**config.mk**
```make
export PLATFORM = sky130hd
export DESIGN_NAME = ch_readout_seq
export DESIGN_NICKNAME = d
export VERILOG_FILES = /design/src/rtl/ch_readout_seq.sv
export SDC_FILE = /design/constraint.sdc
export NUM_CORES = 1
export LEC_CHECK = 0
export ABC_AREA = 1
export CORE_AREA = 2 2 115 117
export CTS_BUF_LIST = sky130_fd_sc_hd__clkbuf_16
export CTS_CLUSTER_DIAMETER = 120
export DETAILED_ROUTE_END_ITERATION = 8
export DIE_AREA = 0 0 117 119
export MAX_ROUTING_LAYER = met4
export PLACE_DENSITY = 0.76
export SYNTH_ARGS = -nofsm -noshare
export SYNTH_HDL_FRONTEND = slang
export SYNTH_SLANG_ARGS = --single-unit
```
**constraint.sdc**
```tcl
create_clock -name sclk -period 1.85 [get_ports sclk]
set_clock_uncertainty 0.05 [all_clocks]
set_input_delay 0.185 -clock sclk [delete_from_list [all_inputs] [get_ports sclk]]
set_output_delay 0.185 -clock sclk [all_outputs]
set_load 0.1 [all_outputs]
```
**src/rtl/ch_readout_seq.sv**
```systemverilog
// Serial readout sequencer: snapshots eight channel counts on a read request and
// walks the enabled channels in ascending order, shifting each one out MSB-first.
module ch_readout_seq #(
  parameter int unsigned DATA_W = 12
) (
  input  logic                     sclk,
  input  logic                     rstn,
  input  logic                     rd_start,
  input  logic [7:0]               ch_mask,
  input  logic [8*DATA_W-1:0]      ch_data,
  output logic [7:0]               load_cnt_ser,
  output logic [7:0]               raw_serial_out,
  output logic                     busy,
  output logic                     done
);

  localparam int unsigned NUM_CH = 8;
  localparam int unsigned CNT_W  = $clog2(DATA_W);

  localparam logic [1:0] S_IDLE  = 2'd0;
  localparam logic [1:0] S_SHIFT = 2'd1;
  localparam logic [1:0] S_DONE  = 2'd2;

  logic [1:0]        state_q, state_d;
  logic [7:0]        mask_q, mask_d;
  logic [2:0]        cur_q, cur_d;
  logic [CNT_W-1:0]  bitcnt_q, bitcnt_d;
  logic [7:0]        load_q, load_d;
  logic [7:0]        sel_dly_q;
  logic              busy_q, busy_d;
  logic              done_q, done_d;
  logic [DATA_W-1:0] sreg_q [NUM_CH];

  logic              sreg_load_c;
  logic [2:0]        first_ch_c;
  logic [2:0]        next_ch_c;
  logic              higher_c;

  // Lowest enabled channel of the incoming request mask.
  always_comb begin
    first_ch_c = 3'd0;
    for (int i = int'(NUM_CH) - 1; i >= 0; i--) begin
      if (ch_mask[i]) first_ch_c = 3'(i);
    end
  end

  // Next enabled channel above the current one, if any.
  always_comb begin
    higher_c  = 1'b0;
    next_ch_c = cur_q;
    for (int i = int'(NUM_CH) - 1; i >= 0; i--) begin
      if (mask_q[i] && (i > int'(cur_q))) begin
        higher_c  = 1'b1;
        next_ch_c = 3'(i);
      end
    end
  end

  always_comb begin
    state_d     = state_q;
    mask_d      = mask_q;
    cur_d       = cur_q;
    bitcnt_d    = bitcnt_q;
    sreg_load_c = 1'b0;
    case (state_q)
      S_IDLE: begin
        if (rd_start) begin
          if (ch_mask != 8'd0) begin
            sreg_load_c = 1'b1;
            mask_d      = ch_mask;
            cur_d       = first_ch_c;
            bitcnt_d    = '0;
            state_d     = S_SHIFT;
          end else begin
            state_d = S_DONE;
          end
        end
      end
      S_SHIFT: begin
        if (bitcnt_q == CNT_W'(DATA_W - 1)) begin
          bitcnt_d = '0;
          if (higher_c) cur_d = next_ch_c;
          else          state_d = S_DONE;
        end else begin
          bitcnt_d = CNT_W'(bitcnt_q + 1'b1);
        end
      end
      S_DONE:  state_d = S_IDLE;
      default: state_d = S_IDLE;
    endcase
    load_d = (state_d == S_SHIFT) ? (8'd1 << cur_d) : 8'd0;
    busy_d = (state_d != S_IDLE);
    done_d = (state_d == S_DONE);
  end

  always_ff @(posedge sclk or negedge rstn) begin
    if (!rstn) begin
      state_q   <= S_IDLE;
      mask_q    <= '0;
      cur_q     <= '0;
      bitcnt_q  <= '0;
      load_q    <= '0;
      sel_dly_q <= '0;
      busy_q    <= 1'b0;
      done_q    <= 1'b0;
    end else begin
      state_q   <= state_d;
      mask_q    <= mask_d;
      cur_q     <= cur_d;
      bitcnt_q  <= bitcnt_d;
      load_q    <= load_d;
      sel_dly_q <= load_q;
      busy_q    <= busy_d;
      done_q    <= done_d;
    end
  end

  // Shift follows the select delayed by one cycle, in step with the mux.
  always_ff @(posedge sclk or negedge rstn) begin
    if (!rstn) begin
      for (int i = 0; i < int'(NUM_CH); i++) sreg_q[i] <= '0;
    end else begin
      for (int i = 0; i < int'(NUM_CH); i++) begin
        if (sreg_load_c) sreg_q[i] <= ch_data[i*DATA_W +: DATA_W];
        else if (sel_dly_q[i]) sreg_q[i] <= {sreg_q[i][DATA_W-2:0], 1'b0};
      end
    end
  end

  always_comb begin
    raw_serial_out = '0;
    for (int i = 0; i < int'(NUM_CH); i++) raw_serial_out[i] = sreg_q[i][DATA_W-1];
  end

  assign load_cnt_ser = load_q;
  assign busy         = busy_q;
  assign done         = done_q;

endmodule

```
==> metrics <==
final hold vios=0; Initial Utilization=a little under half; Clock Tree Root=clkbuf_16; DIE WIDTH=roughly 120 µm; Cell Area, Synth=6180 µm²; Total Routing Usage GR=23.6%; ys async rst share=100%; filler instances=1064; worst flop-to-flop path endpoint=raw_serial_out[4]; Setup CP Type=reg2reg; most frequent cells in the layout=363 x nand3_1, 130 x dfrtp_1, 105 x clkdlybuf4s50_1; Fmax achieved=0.574 GHz; maxcap violations=0; total vias in the final route=about 5700; part of the power in combinational logic=39.1%; Worst setup SP type=flop; Slew @ Worst Pin=around 0.47 ns; RSZ-0062 raised after global routing=false; PwrDens=1700 nW/µm²; Final min period=~1.7 ns; Arr. time, crit path=a little under 2 ns; Tot Pwr=14200 µW; CTS Buf Count=17; Crit Path Max Fanout=20; Critical Path Start=state_q[1]; DR pass1 iterations=5; commonest non-fill, non-tap cell in the layout=nand3_1; Post-Syn Instances=727; Slew Limit Fails=0; Internal Pwr Total=about 8500 µW; Core Region=roughly 13000 µm²; worst reg2reg setup slack=approximately 0.11 ns; clock slew at reported path FFs=0.06 ns; Slew headroom=68.4%; RR Startpoint=state_q[1]; largest net degree at the start of global routing=54; Final ANT Viol Nets=0; Syn Area/Cell=8.50 µm²; CTS tree=done; crit path to=raw_serial_out[4]; final worst-path cycle share=a little over nine tenths; Die Ht=119 µm; multi-input logic area=approximately 2400 µm²; VDD IR max=approximately 0.00078 V; Synth Register Bits=130; Skew-Pair Late Insertion Delay=around 0.42 ns; HP Class=in2async; Sw Share=between 30 and 40%; Register Area=about 3300 µm²; io pins=125; net switching power=5670 µW; routability cong.=a little over 0.8; Core Rows=42; GRT overflow=0; critical path data required time=2.08 ns; DP Wirelength=10900 µm; Post-DP Area=7700 µm²; Final setup violation count=0; die area=approximately 14000 µm²; DRC Markers=0; initial DRC count=585; htree depth=4; CTS sink count=130; fin area=8360 µm²; first-pass GRT wire length=25300 µm; initial antenna violation count=0; Seq pwr share=35.4%; WL/cell=15.0 µm; vias in the first global route=between 5000 and 6000; share of cells above drive strength 1=12.5%; vias per std cell=5.51; Area Overhead vs Synth=35.3%; Clock power frac=25.6%; status=finished clean; Post-synth EDFFs=0; port buffer count=124; worst r2r path cells=9; antenna diode count=0; CP Capture Type=flop; Pleak=0.00393 µW; drt total wl=around 16000 µm; Setup Buffers After CTS=0; nets=about 950; CTS max path bufs=2; Most used DFF post-synth=dfrtp_1; register area share after synthesis=52.7%; Synth cell types=27; Post-Syn Nets=around 840; Ys Warns=0
[Yosys cell counts (2+ instances only)]
library cell,n,area share [%]
a21oi_1,4,0.32
a22o_1,2,0.28
buf_1,3,0.18
buf_2,18,1.5
buf_4,19,2.3
buf_6,2,0.36
clkbuf_1,24,1.5
dfrtp_1,130,53
inv_1,35,2.1
inv_2,5,0.30
nand2_1,64,3.9
nand3_1,364,29
nor2_1,19,1.2
nor2_2,2,0.20
nor2_4,2,0.36
o211ai_1,5,0.61
o21ai_0,13,1.1
o21ai_1,7,0.57
[power groups by stage]
stage / Combinational, µW / Sequential (µW) / Clock [µW]
floorplan: 3870 / 5150 / 0
global placement: 5330 / 4970 / 0
detailed placement: 5530 / 5040 / 0
CTS: 5580 / 5000 / 3680
global route: 6130 / 5170 / 3820
finish: 5540 / 5010 / 3630
[worst min-delay path by stage]
stage	to	slack (ns)	depth (start not counted)
after floorplan	bitcnt_q[0]	-0.16	0
after global placement	sreg_q[18]	0.06	1
after detailed placement	sreg_q[17]	0.07	1
after CTS	sreg_q[17]	0.20	2
after global routing	sreg_q[17]	0.22	2
final	sreg_q[18]	0.19	2
[critical path, cell delays in order, from the launching register on]
cell and delay [ns]:
dfrtp_1 0.46, nor2_2 0.16, inv_2 0.06, nor2_4 0.15, nand2_8 0.06, buf_4 0.16, buf_12 0.15, buf_4 0.16
nand3_1 0.09, nand3_1 0.09
[layout make-up]
cell class	count	area share, %
clock buffers	17	5.09
flip-flops and latches	130	38.9
repair buffers	165	19.7
inverters	40	1.80
clock inverters	15	2.57
multi-input cells	491	29.3
well taps	176	2.63
[state kept, by name, indices dropped and copies added (netlist names)]
name            count
mask_q              7
state_q             2
sel_dly_q           8
done                1
load_cnt_ser        8
sreg_q             88
bitcnt_q            4
busy                1
raw_serial_out      8
cur_q               3
[layer usage]
| metal | vias up | routed length [µm] | track usage, % | part of all wire (%) |
|---|---|---|---|---|
| met3 | 22 | 852 | 5.04 | 5.5 |
| li1 | 2749 | - | - | - |
| met4 | 0 | 215 | 7.21 | 1.4 |
| met5 | - | 0 | - | 0 |
| met2 | 207 | 7650 | 37.2 | 49 |
| met1 | 2716 | 6820 | 30.8 | 44 |
[repair_timing]
item                                    in CTS  in global routing
endpoints found under the setup margin       0                  8
gates resized for setup                      0                  5
hold endpoints to repair                    35                  0
hold buffers                                 1                  0
[stage by stage]
| stage | setup slack (ns) | TNS (ns) | util, % | hold slack [ns] | std cells |
|---|---|---|---|---|---|
| after global placement | -0.00140 | -0.00140 | 59.8 | 0.0612 | 1001 |
| after floorplan | 0.337 | 0 | - | -0.161 | 727 |
| after CTS | 0.0357 | 0 | 64.8 | 0.201 | 1034 |
| after global routing | 0.0123 | 0 | 64.9 | 0.219 | 1034 |
| final | 0.108 | 0 | 64.9 | 0.190 | 1034 |
| after detailed placement | -0.120 | -2.28 | 59.8 | 0.0674 | 1001 |
[cells by family (layout without fill, tap and decap cells)]
| logic type | Yosys count | after routing | synth area share, % |
|---|---|---|---|
| AO/OA/AOI/OAI | 33 | 33 | 3.12 |
| adder cells (fa/ha/maj) | 1 | 1 | 0.203 |
| flip-flops | 130 | 130 | 52.7 |
| XOR/XNOR | 2 | 2 | 0.284 |
| buffers and inverters | 106 | 237 | 8.20 |
| AND/OR/NAND/NOR | 455 | 455 | 35.5 |
No activity file was read; power rests on OpenSTA's default activity.
